**config.mk**
```make
export PLATFORM = sky130hd
export DESIGN_NAME = seq_shift_add_mul
export DESIGN_NICKNAME = d
export VERILOG_FILES = /design/src/rtl/seq_shift_add_mul.sv
export SDC_FILE = /design/constraint.sdc
export NUM_CORES = 1
export LEC_CHECK = 0
export BUFFER_PORTS_ARGS = -buffer_cell sky130_fd_sc_hd__buf_4
export CELL_PAD_IN_SITES_DETAIL_PLACEMENT = 1
export CELL_PAD_IN_SITES_GLOBAL_PLACEMENT = 2
export CORE_MARGIN = 10
export CORE_UTILIZATION = 38
export DETAILED_ROUTE_END_ITERATION = 8
export PLACE_DENSITY = 0.9
export SETUP_SLACK_MARGIN = 0.15
export SLEW_MARGIN = 25
export SYNTH_ARGS = -nofsm -noshare
export SYNTH_HDL_FRONTEND = slang
export SYNTH_SLANG_ARGS = --single-unit
```
**constraint.sdc**
```tcl
create_clock -name clk_i -period 5.97 [get_ports clk_i]
set_input_delay 0 -clock clk_i [delete_from_list [all_inputs] [get_ports clk_i]]
set_output_delay 0 -clock clk_i [all_outputs]
set_load 0.01 [all_outputs]
```
**src/rtl/seq_shift_add_mul.sv**
```systemverilog
`default_nettype none
// ============================================================================
// Module    : seq_shift_add_mul
// Brief     : Unsigned LSB-first shift-add multiplier, one partial product per
//             cycle, WIDTH cycles per operation after the start cycle.
// Revision  : 1.0
// ============================================================================
module seq_shift_add_mul #(
  parameter int WIDTH = 8
) (
  input  logic               clk_i,
  input  logic               rst_i,
  input  logic               start,
  input  logic [WIDTH-1:0]   a,
  input  logic [WIDTH-1:0]   b,
  output logic               busy,
  output logic               done,
  output logic [2*WIDTH-1:0] product
);

  localparam int PW = 2 * WIDTH;
  localparam int CW = $clog2(WIDTH + 1);

  logic [PW-1:0]    acc_q, acc_d;
  logic [PW-1:0]    mcand_q, mcand_d;
  logic [WIDTH-1:0] mplier_q, mplier_d;
  logic [CW-1:0]    cnt_q, cnt_d;

  always_comb begin
    acc_d    = acc_q;
    mcand_d  = mcand_q;
    mplier_d = mplier_q;
    cnt_d    = cnt_q;
    if (start) begin
      acc_d    = '0;
      mcand_d  = {{WIDTH{1'b0}}, a};
      mplier_d = b;
      cnt_d    = CW'(WIDTH);
    end else if (cnt_q != '0) begin
      if (mplier_q[0]) begin
        acc_d = acc_q + mcand_q;
      end
      mcand_d  = mcand_q << 1;
      mplier_d = mplier_q >> 1;
      cnt_d    = cnt_q - CW'(1);
    end
  end

  always_ff @(posedge clk_i or posedge rst_i) begin
    if (rst_i) begin
      acc_q    <= '0;
      mcand_q  <= '0;
      mplier_q <= '0;
      cnt_q    <= '0;
    end else begin
      acc_q    <= acc_d;
      mcand_q  <= mcand_d;
      mplier_q <= mplier_d;
      cnt_q    <= cnt_d;
    end
  end

  // done flags the final accumulate cycle; product is complete from the next cycle.
  assign busy    = (cnt_q != '0);
  assign done    = (cnt_q == CW'(1));
  assign product = acc_q;

endmodule
`default_nettype wire

```
==> impl_metrics.env, run 1 <==
export IMPL_status="completed"
export IMPL_fp_dieH_um=104.4
export IMPL_track_usage=0.1373
export IMPL_clk_pin_slew_worst_paths_ps=100
export IMPL_synthToLayoutAreaGrowth_pct=20.88
export IMPL_drive_gt1_frac=0.1576
export IMPL_ys_warn_count=0
export IMPL_port_buffers=36
export IMPL_cap_viol_max_count=0
export IMPL_finalClockSkew_ps=8.213
export IMPL_grt_max_degree=67
export IMPL_post_route_period_util=0.4449
export IMPL_max_slew_margin=0.4463
export IMPL_syn_cell_area_mm2=0.002709
export IMPL_fin_util=0.4767
export IMPL_min_path_type="primary input to flop"
export IMPL_cts_hold_buf=17
export IMPL_core_area_mm2=0.006869
export IMPL_rsz0062_at_grt="no"
export IMPL_finalSetupViolCount=0
export IMPL_reg2reg_slack_ps=3310
export IMPL_antenna_found_initial=0
export IMPL_tightest_slew_ps=830.6
export IMPL_cp_arrival_ps=2810
export IMPL_setup_tns_ps=0
export IMPL_multi_input_area_mm2=0.001460
export IMPL_hold_ws_ps=194.7
export IMPL_mostFrequentLayoutCell="nand2_1"
export IMPL_gp_congestion=0.7928
export IMPL_viasPerCell=5.299
export IMPL_dr_total_vias=2358
export IMPL_ios=37
export IMPL_ctsLongestPathBuffers=2
export IMPL_r2r_end="product[9]"
export IMPL_synth_edf_count=0
export IMPL_hold_path_startpoint="start"
export IMPL_dieArea_mm2=0.01091
export IMPL_syn_num_nets=340
export IMPL_worstPathRequired_ps=6130
export IMPL_netlist_instances=303
export IMPL_max_freq_mhz=376.5
export IMPL_cts_sinks=44
export IMPL_endpoint="product[9]"
export IMPL_grt_overflow=0
export IMPL_cts_setup_buffers=0
export IMPL_antenna_cells=0
export IMPL_endpoint_kind="flop"
export IMPL_dpl_hpwl_um=5236
export IMPL_async_flop_share=1.000
export IMPL_power_density_mw_per_mm2=302.1
export IMPL_cts_tree="done"
export IMPL_first_global_vias=2536
export IMPL_drc=0
export IMPL_hold_depth=2
export IMPL_wl_per_cell_um=16.24
export IMPL_final_hold_viol_count=0
export IMPL_cts_root_buf="clkbuf_8"
export IMPL_ff2ff_path_depth=8
export IMPL_post_cts_resized=0
export IMPL_ys_types=49
export IMPL_clk_latency_ps=310
export IMPL_grt_first_pass_wirelength_um=12390
export IMPL_period_minus_slack_ps=2656
export IMPL_fillers=817
export IMPL_nets=385
export IMPL_start_kind="flop"
export IMPL_ys_ff_latch=44
export IMPL_seqCellArea_mm2=0.001101
export IMPL_startpoint="cnt_q[0]"
export IMPL_chipWidth_um=104.4
export IMPL_p_leak_nw=1.529
export IMPL_drt_iter0_drc=59
export IMPL_synth_flop_cell="dfrtp_1"
export IMPL_htree_levels=2
export IMPL_drt_pass1_iter_count=4
export IMPL_wl_um=7229
export IMPL_vdd_drop_max_v=0.0001209
export IMPL_seq_area_frac_synth=0.4065
export IMPL_numCtsBuffers=5
export IMPL_fp_row_count=30
export IMPL_postRouteAntennaNets=0
export IMPL_cp_max_fo=30
export IMPL_r2r_start="cnt_q[0]"
export IMPL_initial_core_util=0.3944
export IMPL_layout_common_cells="nand2_1, dfrtp_1, buf_4"
export IMPL_slew_viol_final=0
export IMPL_critPathKind="flop to flop"
export IMPL_syn_mean_instance_area_um2=8.940
## cells in the mapped netlist, drive strengths merged (2+ instances only)
cell,count,share of area
a211o,2,0.0065
a211oi,7,0.021
a21boi,2,0.0055
a21o,3,0.0088
a21oi,33,0.062
a31oi,2,0.0046
and2,3,0.0074
and3,3,0.0074
and4,2,0.0065
buf,6,0.016
clkbuf,10,0.021
dfrtp,44,0.41
ha,17,0.079
inv,12,0.018
mux2i,17,0.063
nand2,51,0.071
nand3,11,0.020
nand4,2,0.0046
nor2,16,0.022
nor2b,2,0.0046
nor3,6,0.011
nor4,2,0.0046
nor4b,2,0.0088
o211ai,2,0.0055
o21ai,25,0.046
o31ai,3,0.0083
or3,2,0.0046
xnor2,3,0.0097
xor2,2,0.0065
## flip-flops by register name (all words and copies together), names as in the netlist
register,flops
cnt_q,4
mplier_q,8
product,16
mcand_q,16
## routing by layer
metal,wire [µm],up-vias,GRT usage,part of all wire
li1,-,1160,-,-
met1,3405,1158,0.1730,0.47
met2,3508,33,0.2283,0.49
met3,234,7,0.03036,0.032
met4,80,0,0.03877,0.011
met5,0,-,0,0
## critical path, stage by stage (launching register included)
cell and delay, ps:
dfrtp_1 410, inv_1 90, ha_1 200, and2_1 690, inv_6 200, nand2_2 500, nor4b_2 110, mux2i_1 140
o311ai_0 140
## worst min path at each step
stage,endpoint,slack [ps]
floorplan,mcand_q[0],120
detailed placement,cnt_q[0],190
CTS,cnt_q[2],200
finish,cnt_q[2],190
global placement,cnt_q[1],180
global route,product[2],230
## area by class of cell
type / count / share of cell area
flip-flops and latches: 44 / 0.3363
inverters: 12 / 0.01528
repair buffers: 54 / 0.1368
clock inverters: 3 / 0.008024
well taps: 96 / 0.03668
multi-input cells: 231 / 0.4459
clock buffers: 5 / 0.02102
## cell families after synthesis
logic type      Yosys count  share of synthesized area
buf+inv                  28                    0.05543
compound gates           86                     0.1908
flops                    44                     0.4065
mux                      18                    0.06697
xor+xnor                  5                    0.01617
simple gates            104                     0.1783
fa+ha+maj                18                    0.08591
## power by group
group	internal (mW)	switching (mW)
logic	0.164	0.226
clock network	0.0863	0.119
registers	0.348	0.0457
## metrics by stage
step	cell area (µm²)	setup slack, ps	power (mW)	instances
floorplan	2709	3847	0.6778	303
global placement	3007	3108	0.7707	420
detailed placement	3007	2937	0.7883	420
CTS	3272	2909	1.008	445
global route	3274	3066	1.073	445
finish	3274	3314	0.9892	445
Note: power is estimated with default switching activity, not from simulation.
==> run 2: changes to the inputs <==
--- a/config.mk
+++ b/config.mk
@@ -5,13 +5,14 @@
 export SDC_FILE = /design/constraint.sdc
 export NUM_CORES = 1
 export LEC_CHECK = 0
+export ABC_AREA = 1
 export BUFFER_PORTS_ARGS = -buffer_cell sky130_fd_sc_hd__buf_4
 export CELL_PAD_IN_SITES_DETAIL_PLACEMENT = 1
 export CELL_PAD_IN_SITES_GLOBAL_PLACEMENT = 2
 export CORE_MARGIN = 10
-export CORE_UTILIZATION = 38
+export CORE_UTILIZATION = 29
 export DETAILED_ROUTE_END_ITERATION = 8
-export PLACE_DENSITY = 0.9
+export PLACE_DENSITY = 0.8
 export SETUP_SLACK_MARGIN = 0.15
 export SLEW_MARGIN = 25
 export SYNTH_ARGS = -nofsm -noshare
==> constraint.sdc (replaced) <==
create_clock -name clk_i -period 2.3 [get_ports clk_i]
set_input_delay 0 -clock clk_i [delete_from_list [all_inputs] [get_ports clk_i]]
set_output_delay 0 -clock clk_i [all_outputs]
set_load 0.01 [all_outputs]
==> run 2 against run 1 <==
First-iteration DRC count fell by 14%. Flip-flop and latch count did not move. Critical path type unchanged. Largest power group unchanged. Count of clock-buffer cells in the layout did not move. Setup slack got worse by 2800 ps. Synthesized cell count rose by 25%. Worst hold slack got worse by 110 ps. Die area rose by 26%. Register-to-register slack got worse by 2800 ps. Sequential power rose to 2.7 times the previous value. Clock skew fell by 2.3 ps.
==> impl_metrics.env, run 2 <==
export IMPL_ys_types=31
export IMPL_slowest_delay_ps=400
export IMPL_synth_top_area_frac=0.4011
export IMPL_drt_iter0_drc=51
export IMPL_wl_per_cell_um=13.75
export IMPL_grt_first_pass_wirelength_um=13830
export IMPL_ys_warn_count=0
export IMPL_fp_row_count=35
export IMPL_async_flop_share=1.000
export IMPL_drc=0
export IMPL_max_freq_mhz=567.5
export IMPL_stdcell_area_mm2=0.003393
export IMPL_synthTopCellsByArea="dfrtp_1, nand2_1, nand3_1, ha_1, inv_1"
export IMPL_critPathMostFrequentCell="nand3_1"
export IMPL_path_cells="ha_1, inv_1, fa_1, inv_1, nand3_1, nand3_1, nand3_1, nand3_1, nand2_1, nand3_1, nand2_1"
export IMPL_multi_input_area_mm2=0.001405
export IMPL_fillers=1174
export IMPL_synth_flop_cell="dfrtp_1"
export IMPL_tightest_slew_ps=801.8
export IMPL_period_minus_slack_ps=1762
export IMPL_synth_top_cell_by_area="dfrtp_1"
export IMPL_r2r_start="product[0]"
export IMPL_startpoint="product[0]"
export IMPL_cts_setup_buffers=0
export IMPL_clk_latency_ps=310
export IMPL_cts_tree="done"
export IMPL_rsz0062_at_grt="no"
export IMPL_gp_congestion=0.7660
export IMPL_grt_overflow=0
export IMPL_fin_cells=561
export IMPL_dpl_hpwl_um=5774
export IMPL_slew_viol_final=0
export IMPL_nets=469
export IMPL_hold_depth=2
export IMPL_cts_sinks=44
export IMPL_vdd_drop_max_v=0.0003777
export IMPL_htree_levels=2
export IMPL_dp_cells=537
export IMPL_post_route_period_util=0.7662
export IMPL_syn_cell_area_mm2=0.002745
export IMPL_fp_dieH_um=117.3
export IMPL_ys_ff_latch=44
export IMPL_status="completed"
export IMPL_power_density_mw_per_mm2=740.2
export IMPL_p_total_mw=2.512
export IMPL_netlist_instances=379
export IMPL_cp_slowest_cell="fa_1"
export IMPL_ctsLongestPathBuffers=2
export IMPL_port_buffers=36
export IMPL_postRouteAntennaNets=0
export IMPL_drive_gt1_frac=0.1227
export IMPL_setup_tns_ps=0
export IMPL_worstPathRequired_ps=2510
export IMPL_path_buf_inv=2
export IMPL_dieArea_mm2=0.01376
export IMPL_viasPerCell=4.624
export IMPL_wl_um=7715
export IMPL_clk_pin_slew_worst_paths_ps=90
export IMPL_syn_mean_instance_area_um2=7.243
export IMPL_cap_viol_max_count=0
export IMPL_first_global_vias=2872
export IMPL_endpoint_kind="flop"
export IMPL_max_slew_margin=0.4648
export IMPL_core_area_mm2=0.009240
export IMPL_hold_ws_ps=79.96
export IMPL_track_usage=0.1260
export IMPL_path_depth=11
export IMPL_mostFrequentLayoutCell="nand2_1"
export IMPL_final_hold_viol_count=0
export IMPL_min_path_type="primary input to flop"
export IMPL_synthToLayoutAreaGrowth_pct=23.61
export IMPL_cp_arrival_ps=1970
export IMPL_seqCellArea_mm2=0.001101
export IMPL_numCtsBuffers=5
export IMPL_critPathKind="flop to flop"
export IMPL_post_synth_top_count_cell="nand2_1"
export IMPL_layout_common_cells="nand2_1, nand3_1, inv_1"
export IMPL_antenna_found_initial=0
export IMPL_placed_cell_area_mm2=0.003141
export IMPL_start_kind="flop"
export IMPL_chipWidth_um=117.3
export IMPL_dr_total_vias=2594
export IMPL_synth_common_cells="nand2_1, nand3_1, inv_1"
export IMPL_synth_edf_count=0
export IMPL_hold_path_startpoint="start"
export IMPL_drt_pass1_iter_count=4
export IMPL_ios=37
export IMPL_finalSetupViolCount=0
export IMPL_finalClockSkew_ps=5.953
export IMPL_syn_num_nets=416
export IMPL_p_leak_nw=1.859
export IMPL_seq_area_frac_synth=0.4011
export IMPL_cp_max_fo=3
export IMPL_cts_root_buf="clkbuf_8"
export IMPL_grt_max_degree=45
export IMPL_path_delay_family="adder cells"
export IMPL_initial_core_util=0.2971
export IMPL_antenna_cells=0
export IMPL_ff2ff_path_depth=11
## run 2: changes by cell type after synthesis, moves of 4 or more
cell	before	now
nand3_1	11	51
inv_1	11	48
a211oi_1	6	1
nor2_1	16	12
mux2i_1	17	0
clkbuf_1	8	4
o21ai_0	25	12
a21oi_1	32	9
nand2_1	51	146
## run 2: repair_timing
| action | CTS | global route |
|---|---|---|
| hold endpoints to repair | 60 | 0 |
| hold buffers | 17 | 0 |
| resized for setup | 0 | 0 |
## run 2: final cells by class
type | count | share of cell area
Multi-Input combinational cell | 276 | 0.4141
Sequential cell | 44 | 0.3245
Timing Repair Buffer | 55 | 0.1342
Inverter | 50 | 0.05568
Tap cell | 129 | 0.04757
Clock buffer | 5 | 0.02028
Clock inverter | 2 | 0.003687
## run 2: metrics by stage
| stage | setup WS [ps] | util |
|---|---|---|
| floorplan | 638.0 | - |
| global placement | 595.3 | 0.3399 |
| CTS | 529.7 | 0.3671 |
| global route | 349.3 | 0.3672 |
| detailed placement | 542.0 | 0.3399 |
| finish | 537.8 | 0.3672 |
## run 2: logic make-up after synthesis
logic type,after synthesis,synth area share
flip-flops,44,0.4011
buffers and inverters,59,0.08705
XOR/XNOR,6,0.01914
AND/OR/NAND/NOR,223,0.3450
AO/OA/AOI/OAI,29,0.06290
adder cells (fa/ha/maj),18,0.08478
## run 2: worst paths after layout
| check | slack, ps | endpoint |
|---|---|---|
| worst max-delay path | 540 | product[12] |
| worst min-delay path | 80 | cnt_q[1] |
| worst max register to register | 540 | product[12] |
| worst min register to register | 500 | mplier_q[2] |
| max in group asynchronous | 1450 | product[1] |
| min in group asynchronous | 360 | cnt_q[3] |
## run 2: worst register-to-register path: cells and delay by family, from the launching register on
| kind | cells | cell delay [ps] |
|---|---|---|
| AND/OR/NAND/NOR | 7 | 570 |
| buffers and inverters | 2 | 140 |
| adder cells (fa/ha/maj) | 2 | 570 |
| flip-flops | 1 | 380 |
## run 2: where the power goes
part,switching [mW],internal [mW]
sequential,0.135,0.912
combinational,0.576,0.382
clock,0.301,0.207
total,1.01,1.50
## run 2: layer usage
layer	share of wire	track usage	vias up
met5	0	0	-
met4	0.012	0.03460	0
met3	0.035	0.02497	8
met2	0.46	0.2084	33
met1	0.49	0.1627	1238
li1	-	-	1315
